--- src/rtl/nco_clock_gen.sv ---
// Multi-channel NCO clock-enable generator: per-channel phase accumulators with
// runtime increments. All channels restart together after every reconfiguration.
module nco_lane #(
  parameter int ACC_W = 32,
  parameter logic [ACC_W-1:0] INC_RST = '0
) (
  input  logic             clk_in,
  input  logic             rst,
  input  logic             run,
  input  logic             load,
  input  logic [ACC_W-1:0] load_inc,
  output logic             ce,
  output logic             msb
);
  logic [ACC_W-1:0] inc, acc;
  logic [ACC_W:0]   sum;

  assign sum = {1'b0, acc} + {1'b0, inc};
  assign msb = acc[ACC_W-1];

  always_ff @(posedge clk_in) begin
    if (rst) begin
      inc <= INC_RST;
      acc <= '0;
      ce  <= 1'b0;
    end else begin
      if (load) inc <= load_inc;
      // Holding acc at zero outside RUN is what phase-aligns every lane on relock.
      if (run) begin
        acc <= sum[ACC_W-1:0];
        ce  <= sum[ACC_W];
      end else begin
        acc <= '0;
        ce  <= 1'b0;
      end
    end
  end
endmodule

module nco_clock_gen #(
  parameter int NUM_CH      = 2,
  parameter int ACC_W       = 32,
  parameter int LOCK_CYCLES = 16,
  parameter logic [NUM_CH*ACC_W-1:0] DEFAULT_INC = {32'd2233382994, 32'd3092376453},
  localparam int CH_W = (NUM_CH > 1) ? $clog2(NUM_CH) : 1
) (
  input  logic              clk_in,
  input  logic              rst,
  input  logic              cfg_valid,
  output logic              cfg_ready,
  input  logic [CH_W-1:0]   cfg_ch,
  input  logic [ACC_W-1:0]  cfg_inc,
  output logic              cfg_err,
  output logic [NUM_CH-1:0] ce_out,
  output logic [NUM_CH-1:0] clk_out,
  output logic              locked
);
  localparam int CNT_W = (LOCK_CYCLES > 1) ? $clog2(LOCK_CYCLES) : 1;

  typedef enum logic {WAIT, RUN} state_t;

  state_t           state, state_nxt;
  logic [CNT_W-1:0] cnt;
  logic             xfer, ch_ok, relock, lane_run;

  assign xfer      = cfg_valid && cfg_ready;
  assign ch_ok     = int'(cfg_ch) < NUM_CH;
  assign relock    = xfer && ch_ok;
  assign locked    = (state == RUN);
  assign cfg_ready = (state == RUN);
  assign lane_run  = (state == RUN) && !relock;

  always_comb begin
    state_nxt = state;
    case (state)
      WAIT:    if (cnt == CNT_W'(LOCK_CYCLES - 1)) state_nxt = RUN;
      RUN:     if (relock) state_nxt = WAIT;
      default: state_nxt = WAIT;
    endcase
  end

  always_ff @(posedge clk_in) begin
    if (rst) begin
      state   <= WAIT;
      cnt     <= '0;
      cfg_err <= 1'b0;
    end else begin
      state   <= state_nxt;
      cfg_err <= xfer && !ch_ok;
      // Counter idles at zero in RUN so a relock always starts a full settle window.
      if (state == WAIT) cnt <= cnt + 1'b1;
      else               cnt <= '0;
    end
  end

  for (genvar g = 0; g < NUM_CH; g++) begin : g_lane
    nco_lane #(
      .ACC_W   (ACC_W),
      .INC_RST (DEFAULT_INC[g*ACC_W +: ACC_W])
    ) u_lane (
      .clk_in   (clk_in),
      .rst      (rst),
      .run      (lane_run),
      .load     (relock && (cfg_ch == CH_W'(g))),
      .load_inc (cfg_inc),
      .ce       (ce_out[g]),
      .msb      (clk_out[g])
    );
  end
endmodule

--- config.mk ---
export PLATFORM = sky130hd
export DESIGN_NAME = nco_clock_gen
export DESIGN_NICKNAME = d
export VERILOG_FILES = /design/src/rtl/nco_clock_gen.sv
export SDC_FILE = /design/constraint.sdc
export NUM_CORES = 1
export LEC_CHECK = 0
export ABC_AREA = 1
export CAP_MARGIN = 20
export CORE_MARGIN = 2
export CORE_UTILIZATION = 50
export DETAILED_ROUTE_END_ITERATION = 6
export PLACE_DENSITY = 0.68
export SYNTH_ARGS = -nofsm -noshare
export SYNTH_HDL_FRONTEND = slang
export SYNTH_SLANG_ARGS = --single-unit
export TNS_END_PERCENT = 100
--- constraint.sdc ---
create_clock -name clk_in -period 1.9 [get_ports clk_in]
set_input_delay 0.285 -clock clk_in [delete_from_list [all_inputs] [get_ports clk_in]]
set_output_delay 0.285 -clock clk_in [all_outputs]
set_load 0.05 [all_outputs]
# Word level (Yosys, flattened, before mapping)

Cells that the tools add are included.

Flip-flop bits (word level): 135
Bits of input ports: 36
Word-level logic and storage cells: 25
Output and inout port bits: 7

Multiplexer cells: 3
Reduce and logical (&&, ||, !) cells: 7
Eq/ne operators: 1
$add $sub $neg: 3
Bitwise gates (word level): 3

Operators by type and width:

| cell                  | count |
|---|---|
| $add A32 B32 Y33      | 2 |
| $add A4 B1 Y4 const B | 1 |
| $eq A4 B4 Y1 const B  | 1 |
| $logic_and A1 B1 Y1   | 4 |
| $reduce_or A2 Y1      | 2 |
| $not A1 Y1            | 3 |
| $mux W1               | 2 |
| $pmux W1 S2           | 1 |
| $logic_not A1 Y1      | 1 |

# Logic depth before layout (Yosys ltp)

Depth after elaboration: 5
Gate-level depth with buffers: 13
Mapped depth without buffers: 13

# By module

Synthesis repeated with hierarchy kept, for this count alone.

Cell total of the unflattened synthesis: 1479
Area total of the unflattened synthesis: 9059.9 µm²

Modules (own cells, without submodules):

| module                       | seq. area each (µm²) | area an instance (µm²) | cells an instance | instances |
|---|---|---|---|---|
| nco_lane at g_lane[1].u_lane | 1301.2               | 4438.0                 | 716               | 1 |
| nco_lane at g_lane[0].u_lane | 1301.2               | 4388.0                 | 730               | 1 |
| nco_clock_gen                | 100.1                | 234.0                  | 33                | 1 |

# Worst setup path after synthesis

No wires, ideal clock.

Path type: register to register
Start: register g_lane[1].u_lane.acc[0]
End: register g_lane[1].u_lane.acc[20]
Library setup time: 0.113 ns
Arrival: 1.616 ns
Path buffers: 0
Slack: 0.171 ns
Period minus slack after synthesis: 1.729 ns
Cell stages (with the launch flop): 13
Required time: 1.787 ns
Path through: dfxtp_1 -> ha_1 -> fa_1 -> nand2_1 -> inv_1 -> nand2_1 -> nand2_1 -> nand3_1 -> nand3_1 -> nand2_1 -> nand2_1 -> o21ai_1 -> nor2_1

Word-level cells in the longest chain between the ends: 1

RTL lines:

| item                     | RTL line | text |
|---|---|---|
| start: declaration       | 15       | `logic [ACC_W-1:0] inc, acc;` |
| start signal: assignment | 30       | `acc <= sum[ACC_W-1:0];` |
| $add A32 B32 Y33         | 18       | `assign sum = {1'b0, acc} + {1'b0, inc};` |

Every way passes these cells.
A chain may end at the register's enable or synchronous reset.

# Worst setup path in the final report

Start: register g_lane[1].u_lane.ce
End: output ce_out[1]

RTL lines:

| item                     | RTL line | text |
|---|---|---|
| start: declaration       | 12       | `output logic ce,` |
| start signal: assignment | 31       | `ce <= sum[ACC_W];` |
| end: declaration         | 54       | `output logic [NUM_CH-1:0] ce_out,` |

No word-level cell between the ends.

==> out/qor.csv <==
metric;value;unit
Final Cycle Share;96.7;%
Syn Inst Count;1454;
port bufs;41;
first-pass GRT wire length;37800;um
Fin Hold WS;445;ps
Post-synth ARST share;0;%
reg-to-reg slack, setup;130;ps
EDFF count, synth;0;
Critical Path Source;g_lane[1].u_lane.ce;
Hold Fails Final Rpt;0;
# clock sinks;135;
Total Wirelength;22300;um
synth-to-layout area growth;16.1;%
Die Span Y;137;um
reg2reg path depth;12;
post-synth cell types;33;
CP max FO;1;
Worst Path Required;1620;ps
Antenna Cells;0;
fill cell count;1724;
initial antenna violation count;0;
hold_sp;cfg_inc[21];
Internal Pwr Total;0.00502;W
cts hold-fix bufs;0;
crit start category;flip-flop;
Root Buffer;clkbuf_16;
CTS max path bufs;2;
syn avg cell area;6.10;um^2
RR Endpoint;g_lane[1].u_lane.acc[26];
Max stage delay on crit path;790;ps
final core area utilization;59.5;%
Clock Skew;7.86;ps
unrepaired setup endpoints after global routing;true;
outcome;complete, no violations;
final setup margin;62.1;ps
Critical Path, Cell by Cell;clkdlybuf4s50_1;
Initial Util;51.3;%
GRT Util Overall;25.6;%
leakage;5.59;nW
die width;137;um
post-synthesis cell area;8860;um^2
GR Util met3;4.70;%
sequential-to-total area share from yosys stat;30.5;%
Hold Path Class;in -> reg;
Boundary Pins;43;
max frequency;0.544;GHz
max-slew violation count;0;
Slowest-stage cell, CP;clkdlybuf4s50_1;
Clock Pin Slew Worst Setup and Hold Paths;60;ps
total power draw;0.00647;W
Crit path buffers/inverters;1;
clock latency on the worst-skew pair;430;ps
H-tree levels;4;
critical path class;reg -> out;
Setup-failing EPs final;0;
dpl ws;25.0;ps
Final Wtd Congestion;0.905;
critical path endpoint category;primary output;
Inserted Clock Buffers;17;
Detailed Routing Iterations Pass 1;6;
Critical Path Stages;1;
Syn Nets;1557;
ys flop type;dfxtp_1;
Max transition margin;66.2;%
VDD IR-drop max;0.568;mV
FP Rows;48;
M2 GR Usage;42.1;%
CP delay by family, top;buffers and inverters;
switching power;0.00145;W
arrival time at the worst endpoint;1550;ps
core area;17300;um^2
clock power share;54.0;%
share of layout cells above drive strength 1;10.2;%
hold depth;3;
vias in the first global route;7940;
Final ANT Viol Nets;0;
synth warn;0;
RR Startpoint;g_lane[1].u_lane.acc[8];
Overflow after GRT;0;
TNS Setup;0;ps
met1 usage;34.4;%
Max Cap Viol;0;
via count;8416;
DRT iter0 DRCs;534;
CTS tree;built;
Worst-Margin Slew;506;ps
worst hold endpoint;g_lane[1].u_lane.inc[21];
PwrDens;629;nW/um^2
Yosys reg bits;135;
Routed WL per cell;12.8;um
remaining routing DRC violations;0;
dpl hpwl;17400;um
Layout Nets;1607;
vias per cell;4.83;
largest net degree at the start of global routing;36;
Die Area;18800;um^2
Comb pwr share;2.2;%
Net Sw Frac;22.4;%
sequential power share;43.9;%
busiest grt layer;met2;
Min Clock Period, post-route;1840;ps
-- sequential cells by signal, summed over array words and instances (netlist names) --
signal	count
g_lane.u_lane.acc	64
g_lane.u_lane.inc	64
cnt	4
g_lane.u_lane.ce	2
cfg_ready	1
-- metrics by stage --
stage          instances  cell area [um^2]
5_1_grt             1742             10300
3_3_place_gp        1708              9580
6_report            1742             10300
4_1_cts             1740             10200
2_1_floorplan       1454              8860
3_5_place_dp        1708              9580
-- metal layers --
| metal | vias up | routed length, um | share of wire (%) |
|---|---|---|---|
| met3 | 28 | 675 | 3.0 |
| met4 | 0 | 382 | 1.7 |
| met5 | - | 0 | 0 |
| met2 | 119 | 10400 | 47 |
| met1 | 3698 | 10900 | 49 |
| li1 | 4571 | - | - |
-- area by class of cell --
| class | count | area (um^2) | area share, % |
|---|---|---|---|
| timing repair buffer | 62 | 606 | 5.88 |
| inverter | 231 | 867 | 8.42 |
| clock buffer | 18 | 439 | 4.27 |
| clock inverter | 14 | 173 | 1.68 |
| sequential | 135 | 2700 | 26.3 |
| tap | 225 | 282 | 2.74 |
| multi-input combinational | 1057 | 5220 | 50.8 |
-- layout by cell type, fill, tap and decap left out, types with 3 or more instances in the layout --
| cell | instances |
|---|---|
| nand2_1 | 533 |
| inv_1 | 213 |
| nor2_1 | 170 |
| dfxtp_1 | 135 |
| a21oi_1 | 79 |
| ha_1 | 57 |
| nand3_1 | 55 |
| o21ai_0 | 38 |
| clkdlybuf4s50_1 | 37 |
| nand2_2 | 31 |
| buf_4 | 20 |
| inv_2 | 17 |
| clkbuf_16 | 17 |
| nor3_1 | 13 |
| nand3b_1 | 11 |
| nor2_2 | 11 |
| nand3_2 | 11 |
| a21oi_2 | 10 |
| ha_2 | 7 |
| nor3_2 | 6 |
| o21ai_1 | 4 |
| o21a_1 | 4 |
| o21bai_1 | 4 |
| bufinv_16 | 3 |
| clkinv_4 | 3 |
| clkinv_2 | 3 |
| inv_6 | 3 |
| buf_12 | 3 |
-- repair_timing --
item / 4_1_cts / 5_1_grt
endpoints found under the setup margin: 0 / 23
buffers inserted: 0 / 2
gates resized for setup: 0 / 26
-- cells by family (layout without fill, tap and decap cells) --
logic type / count (synthesis) / in the layout / synth area share (%)
buf+inv: 262 / 325 / 11.5
flops: 135 / 135 / 30.5
other cells: 1 / 1 / 0.0423
simple gates: 846 / 846 / 39.5
fa+ha+maj: 67 / 67 / 9.63
compound gates: 143 / 143 / 8.75
-- power groups by stage --
| stage | Combinational (W) | Clock, W | Sequential, W |
|---|---|---|---|
| 5_1_grt | 0.000151 | 0.00366 | 0.00284 |
| 3_5_place_dp | 0.000142 | 0 | 0.00290 |
| 2_1_floorplan | 0.0000346 | 0 | 0.00290 |
| 4_1_cts | 0.000142 | 0.00353 | 0.00284 |
| 3_3_place_gp | 0.000142 | 0 | 0.00290 |
| 6_report | 0.000140 | 0.00349 | 0.00284 |
-- worst max-delay path by stage --
stage and endpoint:
2_1_floorplan g_lane[1].u_lane.acc[20], 3_3_place_gp g_lane[1].u_lane.acc[20], 3_5_place_dp g_lane[1].u_lane.acc[20], 4_1_cts g_lane[1].u_lane.acc[20], 5_1_grt g_lane[1].u_lane.acc[27], 6_report ce_out[1]
-- synth_stat cells (6+ instances only) --
master / count / area, um^2
inv_1: 213 / 800
nand2_1: 536 / 2010
a21oi_1: 81 / 405
o21ai_0: 38 / 190
a21oi_2: 8 / 70.1
buf_2: 12 / 60.1
nand3_2: 7 / 70.1
dfxtp_1: 135 / 2700
ha_1: 65 / 813
nor2_1: 174 / 653
nand3b_1: 11 / 82.6
nand2_2: 29 / 181
nand3_1: 59 / 295
nor3_1: 13 / 65.1
nor3_2: 6 / 60.1
nor2_2: 7 / 43.8
inv_2: 17 / 63.8
clkbuf_1: 11 / 41.3
buf_4: 6 / 45.0
Note: power is estimated with default switching activity, not from simulation.
